File: config.mk
export PLATFORM = sky130hd
export DESIGN_NAME = izh_step_scheduler_flat
export DESIGN_NICKNAME = d
export VERILOG_FILES = /design/src/rtl/izh_pkg.sv /design/src/rtl/izh_step_scheduler_if.sv /design/src/rtl/izh_state_regfile.sv /design/src/rtl/izh_step_scheduler.sv /design/src/flat_wrapper.sv
export SDC_FILE = /design/constraint.sdc
export NUM_CORES = 1
export LEC_CHECK = 0
export ABC_AREA = 1
export CAP_MARGIN = 40
export CORE_AREA = 2 2 119 121
export DETAILED_ROUTE_END_ITERATION = 10
export DIE_AREA = 0 0 121 123
export GPL_ROUTABILITY_DRIVEN = 0
export PLACE_DENSITY_LB_ADDON = 0.15
export SKIP_CTS_REPAIR_TIMING = 1
export SYNTH_ARGS = -nofsm -noshare
export SYNTH_HDL_FRONTEND = slang
export SYNTH_SLANG_ARGS = --single-unit
export TNS_END_PERCENT = 50
File: constraint.sdc
create_clock -name clk -period 4.23 [get_ports clk]
set_input_delay 0.846 -clock clk [delete_from_list [all_inputs] [get_ports clk]]
set_output_delay 0.846 -clock clk [all_outputs]
set_load 0.03 [all_outputs]
File: src/rtl/izh_pkg.sv
// Shared types and constants for the Izhikevich scheduler and update datapath.
// Latency: n/a (declarations only).
// Backpressure: n/a.
package izh_pkg;

    localparam int W = 8;
    localparam logic [W-1:0] V_INIT = 8'hBF;  // -65
    localparam logic [W-1:0] U_INIT = 8'hF3;  // -13

    typedef enum logic [1:0] {
        IDLE = 2'd0,
        REQ  = 2'd1,
        DONE = 2'd2
    } state_t;

    typedef struct packed {
        logic [W-1:0] v;
        logic [W-1:0] u;
    } nstate_t;

    function automatic nstate_t init_state();
        nstate_t s;
        s.v = V_INIT;
        s.u = U_INIT;
        return s;
    endfunction

endpackage

File: src/rtl/izh_step_scheduler_if.sv
// Request/acknowledge link between the step scheduler and the izh update datapath.
// Latency: a transfer completes on any rising edge where dp_req && dp_ack.
// Backpressure: the datapath stalls the scheduler by holding dp_ack low; operands stay stable.
interface izh_step_scheduler_if #(
    parameter int W = izh_pkg::W
);
    logic         dp_req;
    logic [W-1:0] dp_v;
    logic [W-1:0] dp_u;
    logic [W-1:0] dp_current;
    logic         dp_ack;
    logic [W-1:0] dp_v_next;
    logic [W-1:0] dp_u_next;
    logic         dp_spike;

    modport master (
        output dp_req, dp_v, dp_u, dp_current,
        input  dp_ack, dp_v_next, dp_u_next, dp_spike
    );

    modport slave (
        input  dp_req, dp_v, dp_u, dp_current,
        output dp_ack, dp_v_next, dp_u_next, dp_spike
    );
endinterface

File: src/rtl/izh_state_regfile.sv
// Per-neuron {v,u} and input-current storage with serve and monitor read ports.
// Latency: writes land on the clock edge; both reads are combinational.
// Backpressure: none; out-of-range writes are dropped and out-of-range reads return 0.
module izh_state_regfile
    import izh_pkg::*;
#(
    parameter int N_NEURONS = 4,
    parameter int IDX_W     = 4
) (
    input  logic             clk,
    input  logic             reset,
    input  logic             st_we,
    input  logic [IDX_W-1:0] st_addr,
    input  nstate_t          st_dat,
    input  logic             cur_we,
    input  logic [IDX_W-1:0] cur_addr,
    input  logic [W-1:0]     cur_dat,
    input  logic [IDX_W-1:0] srv_addr,
    output nstate_t          srv_state,
    output logic [W-1:0]     srv_current,
    input  logic [IDX_W-1:0] mon_addr,
    output logic [W-1:0]     mon_v
);
    localparam int AW = $clog2(N_NEURONS);
    localparam logic [IDX_W:0] N_EXT = (IDX_W+1)'(N_NEURONS);

    function automatic logic in_range(input logic [IDX_W-1:0] a);
        return {1'b0, a} < N_EXT;
    endfunction

    nstate_t      st_q  [N_NEURONS];
    nstate_t      st_d  [N_NEURONS];
    logic [W-1:0] cur_q [N_NEURONS];
    logic [W-1:0] cur_d [N_NEURONS];

    // Next-state of the storage: at most one state write and one current write per cycle.
    always_comb begin
        st_d  = st_q;
        cur_d = cur_q;
        if (st_we && in_range(st_addr)) begin
            st_d[st_addr[AW-1:0]] = st_dat;
        end
        if (cur_we && in_range(cur_addr)) begin
            cur_d[cur_addr[AW-1:0]] = cur_dat;
        end
    end

    // Storage registers; reset reloads the neuron initial state and zero current.
    always_ff @(posedge clk or posedge reset) begin
        if (reset) begin
            for (int i = 0; i < N_NEURONS; i++) begin
                st_q[i]  <= init_state();
                cur_q[i] <= '0;
            end
        end else begin
            st_q  <= st_d;
            cur_q <= cur_d;
        end
    end

    // Read ports; indices past the last neuron read as zero.
    always_comb begin
        srv_state   = '0;
        srv_current = '0;
        mon_v       = '0;
        if (in_range(srv_addr)) begin
            srv_state   = st_q[srv_addr[AW-1:0]];
            srv_current = cur_q[srv_addr[AW-1:0]];
        end
        if (in_range(mon_addr)) begin
            mon_v = st_q[mon_addr[AW-1:0]].v;
        end
    end

endmodule

File: src/rtl/izh_step_scheduler.sv
// Time-multiplexes one izh update datapath over N_NEURONS neurons per tick.
// Latency: with dp_ack tied high a step takes N transfer cycles plus one DONE cycle.
// Backpressure: waits on dp_ack with operands held; ticks arriving while busy are dropped with overrun.
module izh_step_scheduler
    import izh_pkg::*;
#(
    parameter int N_NEURONS = 4,
    parameter int IDX_W     = 4
) (
    input  logic                  clk,
    input  logic                  reset,
    input  logic                  tick,
    input  logic                  cfg_we,
    input  logic [IDX_W-1:0]      cfg_addr,
    input  logic [W-1:0]          cfg_current,
    izh_step_scheduler_if.master  dp,
    input  logic [IDX_W-1:0]      mon_addr,
    output logic [W-1:0]          mon_v,
    output logic                  busy,
    output logic                  step_done,
    output logic [N_NEURONS-1:0]  spike_vec,
    output logic                  overrun
);
    localparam int AW = $clog2(N_NEURONS);
    localparam logic [IDX_W-1:0] LAST_IDX = IDX_W'(N_NEURONS - 1);

    state_t               state_q, state_d;
    logic [IDX_W-1:0]     idx_q, idx_d;
    logic [N_NEURONS-1:0] shadow_q, shadow_d;
    logic [N_NEURONS-1:0] spike_vec_q, spike_vec_d;
    logic [W-1:0]         dp_v_q, dp_v_d;
    logic [W-1:0]         dp_u_q, dp_u_d;
    logic [W-1:0]         dp_cur_q, dp_cur_d;
    logic [W-1:0]         mon_v_q, mon_v_d;

    logic                 xfer;
    logic                 load;
    logic [IDX_W-1:0]     srv_addr;
    nstate_t              srv_state;
    nstate_t              wb_state;
    logic [W-1:0]         srv_current;
    logic [W-1:0]         rf_mon_v;

    assign wb_state = '{v: dp.dp_v_next, u: dp.dp_u_next};

    izh_state_regfile #(
        .N_NEURONS (N_NEURONS),
        .IDX_W     (IDX_W)
    ) u_regfile (
        .clk         (clk),
        .reset       (reset),
        .st_we       (xfer),
        .st_addr     (idx_q),
        .st_dat      (wb_state),
        .cur_we      (cfg_we),
        .cur_addr    (cfg_addr),
        .cur_dat     (cfg_current),
        .srv_addr    (srv_addr),
        .srv_state   (srv_state),
        .srv_current (srv_current),
        .mon_addr    (mon_addr),
        .mon_v       (rf_mon_v)
    );

    // Step sequencer: walks idx through the neurons, one datapath transfer each.
    always_comb begin
        state_d     = state_q;
        idx_d       = idx_q;
        shadow_d    = shadow_q;
        spike_vec_d = spike_vec_q;
        load        = 1'b0;
        xfer        = (state_q == REQ) && dp.dp_ack;
        // Entry being entered next: neuron 0 from IDLE, otherwise the one after idx.
        srv_addr    = (state_q == IDLE) ? '0 : idx_q + IDX_W'(1);
        case (state_q)
            IDLE: begin
                if (tick) begin
                    state_d  = REQ;
                    idx_d    = '0;
                    shadow_d = '0;
                    load     = 1'b1;
                end
            end
            REQ: begin
                if (xfer) begin
                    shadow_d[idx_q[AW-1:0]] = dp.dp_spike;
                    if (idx_q == LAST_IDX) begin
                        state_d = DONE;
                    end else begin
                        idx_d = idx_q + IDX_W'(1);
                        load  = 1'b1;
                    end
                end
            end
            DONE: begin
                state_d     = IDLE;
                spike_vec_d = shadow_q;
            end
            default: state_d = IDLE;
        endcase
    end

    // Operands are captured only when a neuron is entered, so later cfg writes cannot disturb them.
    always_comb begin
        dp_v_d   = load ? srv_state.v : dp_v_q;
        dp_u_d   = load ? srv_state.u : dp_u_q;
        dp_cur_d = load ? srv_current : dp_cur_q;
        mon_v_d  = rf_mon_v;
    end

    // Control and output registers.
    always_ff @(posedge clk or posedge reset) begin
        if (reset) begin
            state_q     <= IDLE;
            idx_q       <= '0;
            shadow_q    <= '0;
            spike_vec_q <= '0;
            dp_v_q      <= '0;
            dp_u_q      <= '0;
            dp_cur_q    <= '0;
            mon_v_q     <= '0;
        end else begin
            state_q     <= state_d;
            idx_q       <= idx_d;
            shadow_q    <= shadow_d;
            spike_vec_q <= spike_vec_d;
            dp_v_q      <= dp_v_d;
            dp_u_q      <= dp_u_d;
            dp_cur_q    <= dp_cur_d;
            mon_v_q     <= mon_v_d;
        end
    end

    assign dp.dp_req     = (state_q == REQ);
    assign dp.dp_v       = dp_v_q;
    assign dp.dp_u       = dp_u_q;
    assign dp.dp_current = dp_cur_q;
    assign busy          = (state_q != IDLE);
    assign step_done     = (state_q == DONE);
    assign overrun       = tick && (state_q != IDLE);
    assign spike_vec     = spike_vec_q;
    assign mon_v         = mon_v_q;

endmodule
File: src/flat_wrapper.sv
// flat-port wrapper written by rule: the top's interface ports become plain ports
module izh_step_scheduler_flat import izh_pkg::*;
#(
    parameter int N_NEURONS = 4,
    parameter int IDX_W     = 4
)
  (clk, reset, tick, cfg_we, cfg_addr, cfg_current, mon_addr, mon_v, busy, step_done, spike_vec, overrun, dp_dp_req, dp_dp_v, dp_dp_u, dp_dp_current, dp_dp_ack, dp_dp_v_next, dp_dp_u_next, dp_dp_spike);
  izh_step_scheduler_if dp_i ();
  input  logic clk;
  input  logic reset;
  input  logic tick;
  input  logic cfg_we;
  input  logic [IDX_W-1:0] cfg_addr;
  input  logic [W-1:0] cfg_current;
  input  logic [IDX_W-1:0] mon_addr;
  output logic [W-1:0] mon_v;
  output logic busy;
  output logic step_done;
  output logic [N_NEURONS-1:0] spike_vec;
  output logic overrun;
  output wire logic [$bits(dp_i.dp_req)-1:0] dp_dp_req;
  output wire logic [$bits(dp_i.dp_v)-1:0] dp_dp_v;
  output wire logic [$bits(dp_i.dp_u)-1:0] dp_dp_u;
  output wire logic [$bits(dp_i.dp_current)-1:0] dp_dp_current;
  input wire logic [$bits(dp_i.dp_ack)-1:0] dp_dp_ack;
  input wire logic [$bits(dp_i.dp_v_next)-1:0] dp_dp_v_next;
  input wire logic [$bits(dp_i.dp_u_next)-1:0] dp_dp_u_next;
  input wire logic [$bits(dp_i.dp_spike)-1:0] dp_dp_spike;
  assign dp_dp_req = dp_i.dp_req;
  assign dp_dp_v = dp_i.dp_v;
  assign dp_dp_u = dp_i.dp_u;
  assign dp_dp_current = dp_i.dp_current;
  assign dp_i.dp_ack = dp_dp_ack;
  assign dp_i.dp_v_next = dp_dp_v_next;
  assign dp_i.dp_u_next = dp_dp_u_next;
  assign dp_i.dp_spike = dp_dp_spike;
  izh_step_scheduler #(.N_NEURONS(N_NEURONS), .IDX_W(IDX_W)) u_core (.clk(clk), .reset(reset), .tick(tick), .cfg_we(cfg_we), .cfg_addr(cfg_addr), .cfg_current(cfg_current), .dp(dp_i), .mon_addr(mon_addr), .mon_v(mon_v), .busy(busy), .step_done(step_done), .spike_vec(spike_vec), .overrun(overrun));
endmodule
# Yosys cells after proc, flatten, opt, wreduce, memory -nomap -nowiden
# Index checks and enable logic that the tools add are counted.
# classes
add_sub_neg	1
n_lt_le_gt_ge	12
eq_ne	7
muxes	36
n_bitwise	4
n_reduce_logical	13
# op_table
op	n
$mux W16	6
$bmux W16 S2	2
$bwmux W64	1
$mux W8	5
$bwmux W32	1
$demux W16 S2	1
$mux W4	5
$bmux W8 S2	1
$demux W8 S2	1
$lt A4 B3 Y1 const B	4
$pmux W4 S2	2
$ge A3 B3 Y1 const B	4
$not A2 Y3	4
$logic_and A1 B1 Y1	7
$lt A3 B1 Y1 const B	2
$mux W2	3
$reduce_and A3 Y1	2
$add A4 B1 Y4 const B	1
$bwmux W4	1
$eq A4 B2 Y1 const B	1
$mux W1	4
$ne A2 B1 Y1 const B	2
$ne A2 B2 Y1 const B	2
$pmux W2 S2	1
9 further kinds	10
# word_totals
register_bits	142
in_bits	38
wordCells	93

# Depth between registers and ports, before layout
# Gate-level depths: netlist of the first run.
# logic_depth
word_depth	7
mapped_depth	10

# Cells and area by module
# A second synthesis of the first run with hierarchy kept.
# unflattened
hier_cells	922
hier_area_um2	7056.8
# by_module_without_submodules
module	instances	cells_each	area_each_um2
izh_state_regfile	1	702	5084.9
izh_step_scheduler	1	220	1971.9

# Least setup slack after synthesis of the first run
# Ideal clock, no wire load.
# synth_path
path_kind	in2out
from	in tick
to	out overrun
arrival_time_ns	1.294
required_ns	3.384
setup_slack_ns	2.090
path_stages	2
n_path_buf	0
cell_sequence	inv_1 > nor2_1
# synth_via
elab_chain_cells	1
# synth_lines
item	line	text
start: declaration	flat_wrapper.sv:11	input logic tick;
$logic_and A1 B1 Y1	izh_step_scheduler.sv:140	assign overrun = tick && (state_q != IDLE);
end: declaration	flat_wrapper.sv:20	output logic overrun;
# No other way between the ends.

# Final worst setup path of the first run
# Ends and elaborated chain as after synthesis.

==> results of run 1 <==
[through the flow]
stage,worst slack [ns],cells
4_1_cts,1.230,1137
2_1_floorplan,1.649,879
3_3_place_gp,1.251,1098
6_report,1.240,1137
3_5_place_dp,1.239,1105
5_1_grt,1.173,1137
[layout make-up]
class / instances / area share
Clock buffer: 19 / 0.05392
Clock inverter: 13 / 0.01728
Inverter: 113 / 0.05094
Multi-Input combinational cell: 578 / 0.3029
Sequential cell: 142 / 0.4307
Tap cell: 180 / 0.02681
Timing Repair Buffer: 92 / 0.1174
[state kept, by name, summed over array words and instances, names as in the netlist]
signal                  count
u_core.u_regfile.st_q      64
u_core.u_regfile.cur_q     32
u_core.dp.dp_current        8
u_core.dp.dp_u              8
u_core.dp.dp_v              8
u_core.mon_v                8
u_core.idx_q                4
u_core.shadow_q             4
u_core.spike_vec            4
u_core.state_q              2
[kinds of logic after synthesis]
kind of cell,after synthesis,synth area share
compound gates,139,0.1058
simple gates,435,0.2611
fa+ha+maj,4,0.007361
buf+inv,159,0.09348
flops,142,0.5322
[layer usage]
metal / part of all wire / wire length [um]
met1: 0.47 / 7504
met2: 0.47 / 7441
met3: 0.045 / 713
met4: 0.018 / 281
met5: 0 / 0
[cell usage in the layout, fill, tap and decap left out]
cell	Yosys	layout
sky130_fd_sc_hd__a21oi_1	17	17
sky130_fd_sc_hd__buf_12	0	2
sky130_fd_sc_hd__buf_16	0	2
sky130_fd_sc_hd__buf_4	4	6
sky130_fd_sc_hd__buf_8	0	5
sky130_fd_sc_hd__bufinv_16	0	3
sky130_fd_sc_hd__clkbuf_16	0	17
sky130_fd_sc_hd__clkbuf_8	0	2
sky130_fd_sc_hd__clkdlybuf4s50_1	0	77
sky130_fd_sc_hd__clkinv_1	1	5
sky130_fd_sc_hd__clkinv_2	0	2
sky130_fd_sc_hd__clkinvlp_4	0	5
sky130_fd_sc_hd__dfrtp_1	90	90
sky130_fd_sc_hd__dfstp_2	52	52
sky130_fd_sc_hd__ha_1	4	4
sky130_fd_sc_hd__inv_1	109	108
sky130_fd_sc_hd__inv_2	3	3
sky130_fd_sc_hd__nand2_1	287	287
sky130_fd_sc_hd__nand2_2	2	2
sky130_fd_sc_hd__nand3_1	80	80
sky130_fd_sc_hd__nand4_1	6	6
sky130_fd_sc_hd__nor2_1	55	55
sky130_fd_sc_hd__nor2_2	2	2
sky130_fd_sc_hd__nor3_2	1	1
sky130_fd_sc_hd__nor3b_2	1	1
sky130_fd_sc_hd__o211ai_1	8	8
sky130_fd_sc_hd__o21ai_0	63	63
sky130_fd_sc_hd__o21ai_1	50	50
sky130_fd_sc_hd__o21ai_2	1	1
sky130_fd_sc_hd__or2_2	1	1
[worst max-delay path, cell delays in order]
cell and delay (ns):
sky130_fd_sc_hd__clkdlybuf4s50_1 0.48, sky130_fd_sc_hd__inv_1 0.05, sky130_fd_sc_hd__nor2_1 0.10, sky130_fd_sc_hd__clkdlybuf4s50_1 0.67
[report_power, final]
part           internal (mW)  switching, mW  total, mW
Combinational           1.03           1.89       2.91
Clock                  0.946          0.553       1.50
Sequential              2.02          0.286       2.30
[final timing paths]
| path | start | end | slack [ns] | cells past startpoint |
|---|---|---|---|---|
| worst max-delay path | tick | overrun | 1.24 | 4 |
| worst min-delay path | u_core.spike_vec[2]$_DFFE_PP0P_ | u_core.spike_vec[2]$_DFFE_PP0P_ | 0.47 | 2 |
| worst max register to register | u_core.idx_q[0]$_DFFE_PP0P_ | u_core.dp.dp_u[5]$_DFFE_PP0P_ | 1.82 | 9 |
| worst min register to register | u_core.spike_vec[2]$_DFFE_PP0P_ | u_core.spike_vec[2]$_DFFE_PP0P_ | 0.47 | 2 |
| max in group asynchronous | reset | u_core.u_regfile.st_q[39]$_DFFE_PP1P_ | 2.90 | 3 |
| min in group asynchronous | reset | u_core.u_regfile.st_q[6]$_DFFE_PP1P_ | 0.84 | 2 |
==> summary.md, run 1 <==
| Metric | Value |
|---|---|
| Cell area after placement | 7802 um2 |
| Remaining DRCs | 0 |
| Final-report hold violation count | 0 |
| Initial cell density of the core | 0.4995 |
| Average vias per placed instance | 4.995 |
| Final Max Slew Viols | 0 |
| Overall routing resource usage | 0.2315 |
| Part of the Yosys area used for sequential elements | 0.5322 |
| Synth cell count leaders | sky130_fd_sc_hd__nand2_1, sky130_fd_sc_hd__inv_1, sky130_fd_sc_hd__dfrtp_1 |
| Multi-input combinational cell area | 2545 um2 |
| Area of the placeable core | 13610 um2 |
| Synth top area cells | sky130_fd_sc_hd__dfrtp_1, sky130_fd_sc_hd__dfstp_2, sky130_fd_sc_hd__nand2_1, sky130_fd_sc_hd__inv_1, sky130_fd_sc_hd__nand3_1 |
| CTS Buf Count | 17 |
| Height of the die | 123 um |
| Unrepaired setup endpoints after global routing | false |
| Global-route track usage on met2 | 0.3606 |
| Gate Count Post-Synth | 879 |
| Clock-pin transition on the worst setup and hold timing paths | 0.05 ns |
| Number of different library cells in the post-synthesis netlist | 24 |
| DR iter-0 viols | 483 |
| Launching element type of the critical path | input pin |
| Crit Path Max Fanout | 2 |
| Count of input and output buffers | 77 |
| Maximum number of pins on one net before global-route repair | 85 |
| Utilization after layout | 0.6172 |
| Length of the first detailed-routing pass in iterations | 5 |
| Static leakage | 4.171 nW |
| Critical path start-end classification | in -> out |
| Via Count | 5679 |
| Share of synthesized registers carrying an async set or reset | 1.000 |
| Met3 Use GR | 0.04013 |
| Warning count from the yosys run | 0 |
| I/O pin count | 78 |
| GR Util met1 | 0.3278 |
| WP data required | 3.38 ns |
| GR Overflow Total | 0 |
| Top cell type by total area after synthesis | sky130_fd_sc_hd__dfrtp_1 |
| Min Clock Period, post-route | 2.990 ns |
| Type of the worst min-delay path | reg -> reg |
| Maximum VDD drop | 0.0003134 V |
| Final setup violating endpoints | 0 |
| Worst hold slack after final layout | 0.4679 ns |
| Post-synth EDFFs | 0 |
| Register bit count reported by yosys | 142 |
| Top-area cell type share of the netlist area | 0.3312 |
| Root Buffer Master | sky130_fd_sc_hd__clkbuf_16 |
| Max-cap viol count | 0 |
| Layout-stage area growth over the synthesis result | 23.56% |
| FF/Latch Area | 3618 um2 |
| Worst-case headroom to the max-slew limit | 0.5078 |
| Worst path arrival time | 2.14 ns |
| Power density over the cells | 799.3 nW/um2 |
| Diode insertion count for antenna repair | 0 |
| Number of antenna violations at the first check in global routing | 0 |
| Post-synthesis net count | 921 |
| Outcome | complete, no violations |
| Summed instance area of the synthesized netlist | 6799 um2 |
| Horiz. Die Dim | 121 um |
| CTS tree | built |
| HPWL after DPL | 10510 um |
| Highest Clock Rate | 334.4 MHz |
| Fraction of layout cells with a size suffix above 1 | 0.1118 |
| Buffer levels on the longest clock path | 2 |
| Most common flop cell mapped by yosys | sky130_fd_sc_hd__dfrtp_1 |
| Crit. End Element | primary output |
| Routed wire length | 15940 um |
| Sum of negative setup slack | 0 ns |
| Die area | 14880 um2 |
| WL/cell | 14.02 um |
| Final Cell Area | 8401 um2 |
| Clock network latency to the later pin of the worst-skew pair | 0.43 ns |
| Number of nets at the end of the flow | 986 |
| Number of global-route vias before repair | 5273 |
| Busiest layer in global routing | met2 |
| Final worst-path cycle share | 0.7069 |
| Final setup skew | 0.005975 ns |
| Count of nets left with antenna violations after detail routing | 0 |
| Total of fill cells in the finished design | 1229 |
| Most frequent cell after synthesis | sky130_fd_sc_hd__nand2_1 |
| Post-Syn Area per Cell | 7.735 um2 |
| # rows | 43 |
| Transition at the pin with the smallest max-transition slack | 0.7365 ns |
| CTS Sinks | 142 |
| Global-route wire length before repair | 26590 um |
| Depth of the CTS H-tree | 4 |
| Final total power | 6.714 mW |
No activity file was read; power rests on OpenSTA's default activity.
==> run 2, diff against run 1 <==
Settings changed: CORE_AREA 2 2 119 121 to 2 2 115 117, DIE_AREA 0 0 121 123 to 0 0 117 119.
Clock period 4.23 ns to 2.76 ns, I/O delays scaled along.
==> run 2 against run 1 <==
  * Clock skew grew 0.0013 ns
  * Hold slack better by 0.0067 ns
  * Non-clock buffer count decreased by 1
  * Die area down 6.5%
  * Global-route usage up 2.3 points
  * Cell count shrank 0.44%
  * Power is 52% higher
  * Sequential share of layout area is 0.46 points higher
  * Register-to-register slack got worse by 1.2 ns
  * Critical path type is now reg -> out
  * Largest cell class unchanged
  * Highest routed layer unchanged
==> summary.md, run 2 (synthesized netlist as in run 1, its figures left out) <==
| Metric | Value |
|---|---|
| Depth of the CTS H-tree | 4 |
| Worst path arrival time | 2.06 ns |
| Final-report hold violation count | 0 |
| Biggest register | u_core.u_regfile.st_q |
| Outcome | complete, no violations |
| Most frequent cells in the layout | sky130_fd_sc_hd__nand2_1, sky130_fd_sc_hd__inv_1, sky130_fd_sc_hd__dfrtp_1 |
| Crit. End Element | primary output |
| Max-cap viol count | 0 |
| CTS Sinks | 142 |
| Worst-case register-to-register setup slack | 0.60 ns |
| Final Max Slew Viols | 0 |
| Final total power | 10.24 mW |
| Area of the placeable core | 12870 um2 |
| Root Buffer Master | sky130_fd_sc_hd__clkbuf_16 |
| Final setup violating endpoints | 0 |
| CTS tree | built |
| Highest Clock Rate | 382.6 MHz |
| Largest registers in the final layout | u_core.u_regfile.st_q x64, u_core.u_regfile.cur_q x32 |
| Maximum number of pins on one net before global-route repair | 80 |
| Diode insertion count for antenna repair | 0 |
| Length of the first detailed-routing pass in iterations | 6 |
| Clock Power Share | 0.224 |
| Comb power frac | 0.429 |
| Flip-flop count of the largest register, all copies and words added | 64 |
| GR Overflow Total | 0 |
| Most common cell after layout, fill and taps aside | sky130_fd_sc_hd__nand2_1 |
| WL/cell | 14.12 um |
| Clock network latency to the later pin of the worst-skew pair | 0.42 ns |
| Layout-stage area growth over the synthesis result | 22.25% |
| Number of nets at the end of the flow | 985 |
| Worst-case headroom to the max-slew limit | 0.4823 |
| Sum of negative setup slack | 0 ns |
| Cell count after placement | 1100 |
| Final worst-path cycle share | 0.9470 |
| Average vias per placed instance | 5.155 |
| Overall routing resource usage | 0.2550 |
| Worst-case setup margin in the final layout | 0.1464 ns |
| Crit Path Max Fanout | 13 |
| Min Clock Period, post-route | 2.614 ns |
| CTS Buf Count | 17 |
| Power density over the cells | 1232 nW/um2 |
| Total of fill cells in the finished design | 1141 |
| Worst slack at placement | 0.3445 ns |
| HPWL after DPL | 10220 um |
| Count of nets left with antenna violations after detail routing | 0 |
| Type of the worst min-delay path | reg -> reg |
| Sw Pwr | 4.199 mW |
| Die area | 13920 um2 |
| Launching element type of the critical path | register |
| Fraction of layout cells with a size suffix above 1 | 0.1140 |
| Transition at the pin with the smallest max-transition slack | 0.7746 ns |
| Critical path start-end classification | reg -> out |
| Global-route wire length before repair | 27630 um |
| Power Internal | 6.038 mW |
| Final setup skew | 0.007231 ns |
| Proportion of total power due to net switching | 0.4102 |
| Number of standard cells in the layout, taps in and fillers out | 1132 |
| Worst hold slack after final layout | 0.4746 ns |
| Horiz. Die Dim | 117 um |
| Height of the die | 119 um |
| Unrepaired setup endpoints after global routing | false |
| Initial cell density of the core | 0.5281 |
| # rows | 42 |
| Routed wire length | 15990 um |
| Flop pwr share | 0.346 |
| Static leakage | 4.156 nW |
| DR iter-0 viols | 506 |
| I/O pin count | 78 |
| WP data required | 2.21 ns |
| Remaining DRCs | 0 |
| Number of antenna violations at the first check in global routing | 0 |
| Number of global-route vias before repair | 5892 |
| Via Count | 5836 |
| Count of input and output buffers | 77 |
| Clock-pin transition on the worst setup and hold timing paths | 0.06 ns |
| Maximum VDD drop | 0.0005340 V |
| Buffer levels on the longest clock path | 2 |
==> run 2: cell count changes in the layout (fill, tap and decap cells not counted), sizes merged <==
cell,change
buf,-1
clkinv,+3
clkbuf,+1
clkinvlp,-4
==> run 2: worst paths after layout <==
path                            cells after the start                                    end                           from
worst min-delay path                                2          u_core.dp.dp_u[6]$_DFFE_PP0P_  u_core.dp.dp_u[6]$_DFFE_PP0P_
max in group asynchronous                           3  u_core.u_regfile.st_q[11]$_DFFE_PP1P_                          reset
worst max-delay path                                3                                   busy  u_core.state_q[0]$_DFFE_PP0P_
min in group asynchronous                           3              u_core.mon_v[1]$_DFF_PP0_                          reset
worst min register to register                      2          u_core.dp.dp_u[6]$_DFFE_PP0P_  u_core.dp.dp_u[6]$_DFFE_PP0P_
worst max register to register                      9          u_core.dp.dp_u[3]$_DFFE_PP0P_    u_core.idx_q[0]$_DFFE_PP0P_
==> run 2: final cells by class <==
class | instances | area, um2 | share of cell area
sequential | 142 | 3618 | 0.4353
multi-input combinational | 578 | 2545 | 0.3062
timing repair buffer | 91 | 900.9 | 0.1084
clock buffer | 20 | 456.7 | 0.05495
inverter | 113 | 427.9 | 0.05148
tap | 176 | 220.2 | 0.02649
clock inverter | 12 | 142.6 | 0.01716
==> run 2: power groups by stage <==
stage                     Clock, mW  Combinational, mW  Sequential (mW)
after floorplan                   0               2.79             3.79
after global placement            0               4.25             3.52
after detailed placement          0               4.37             3.56
after CTS                      2.34               4.40             3.54
after global routing           2.44               5.00             3.64
final                          2.30               4.39             3.55
==> run 2: routing by layer <==
metal,wire (um),part of all wire,track usage,vias to the layer above
met2,7421,0.46,0.3970,195
met3,1100,0.069,0.06667,22
met5,0,0,0,-
li1,-,-,-,2886
met1,7230,0.45,0.3457,2733
met4,234,0.015,0.08971,0
==> run 2: stage by stage <==
| step | util | area, um2 |
|---|---|---|
| floorplan | - | 6803 |
| global placement | 0.5990 | 7712 |
| detailed placement | 0.5990 | 7712 |
| CTS | 0.6456 | 8312 |
| global route | 0.6456 | 8312 |
| finish | 0.6456 | 8312 |
==> run 2: worst max-delay path, stage by stage (launching register included) <==
cell and delay [ns]:
sky130_fd_sc_hd__dfrtp_1 0.52, sky130_fd_sc_hd__inv_1 0.09, sky130_fd_sc_hd__nand2_2 0.28, sky130_fd_sc_hd__clkdlybuf4s50_1 0.74
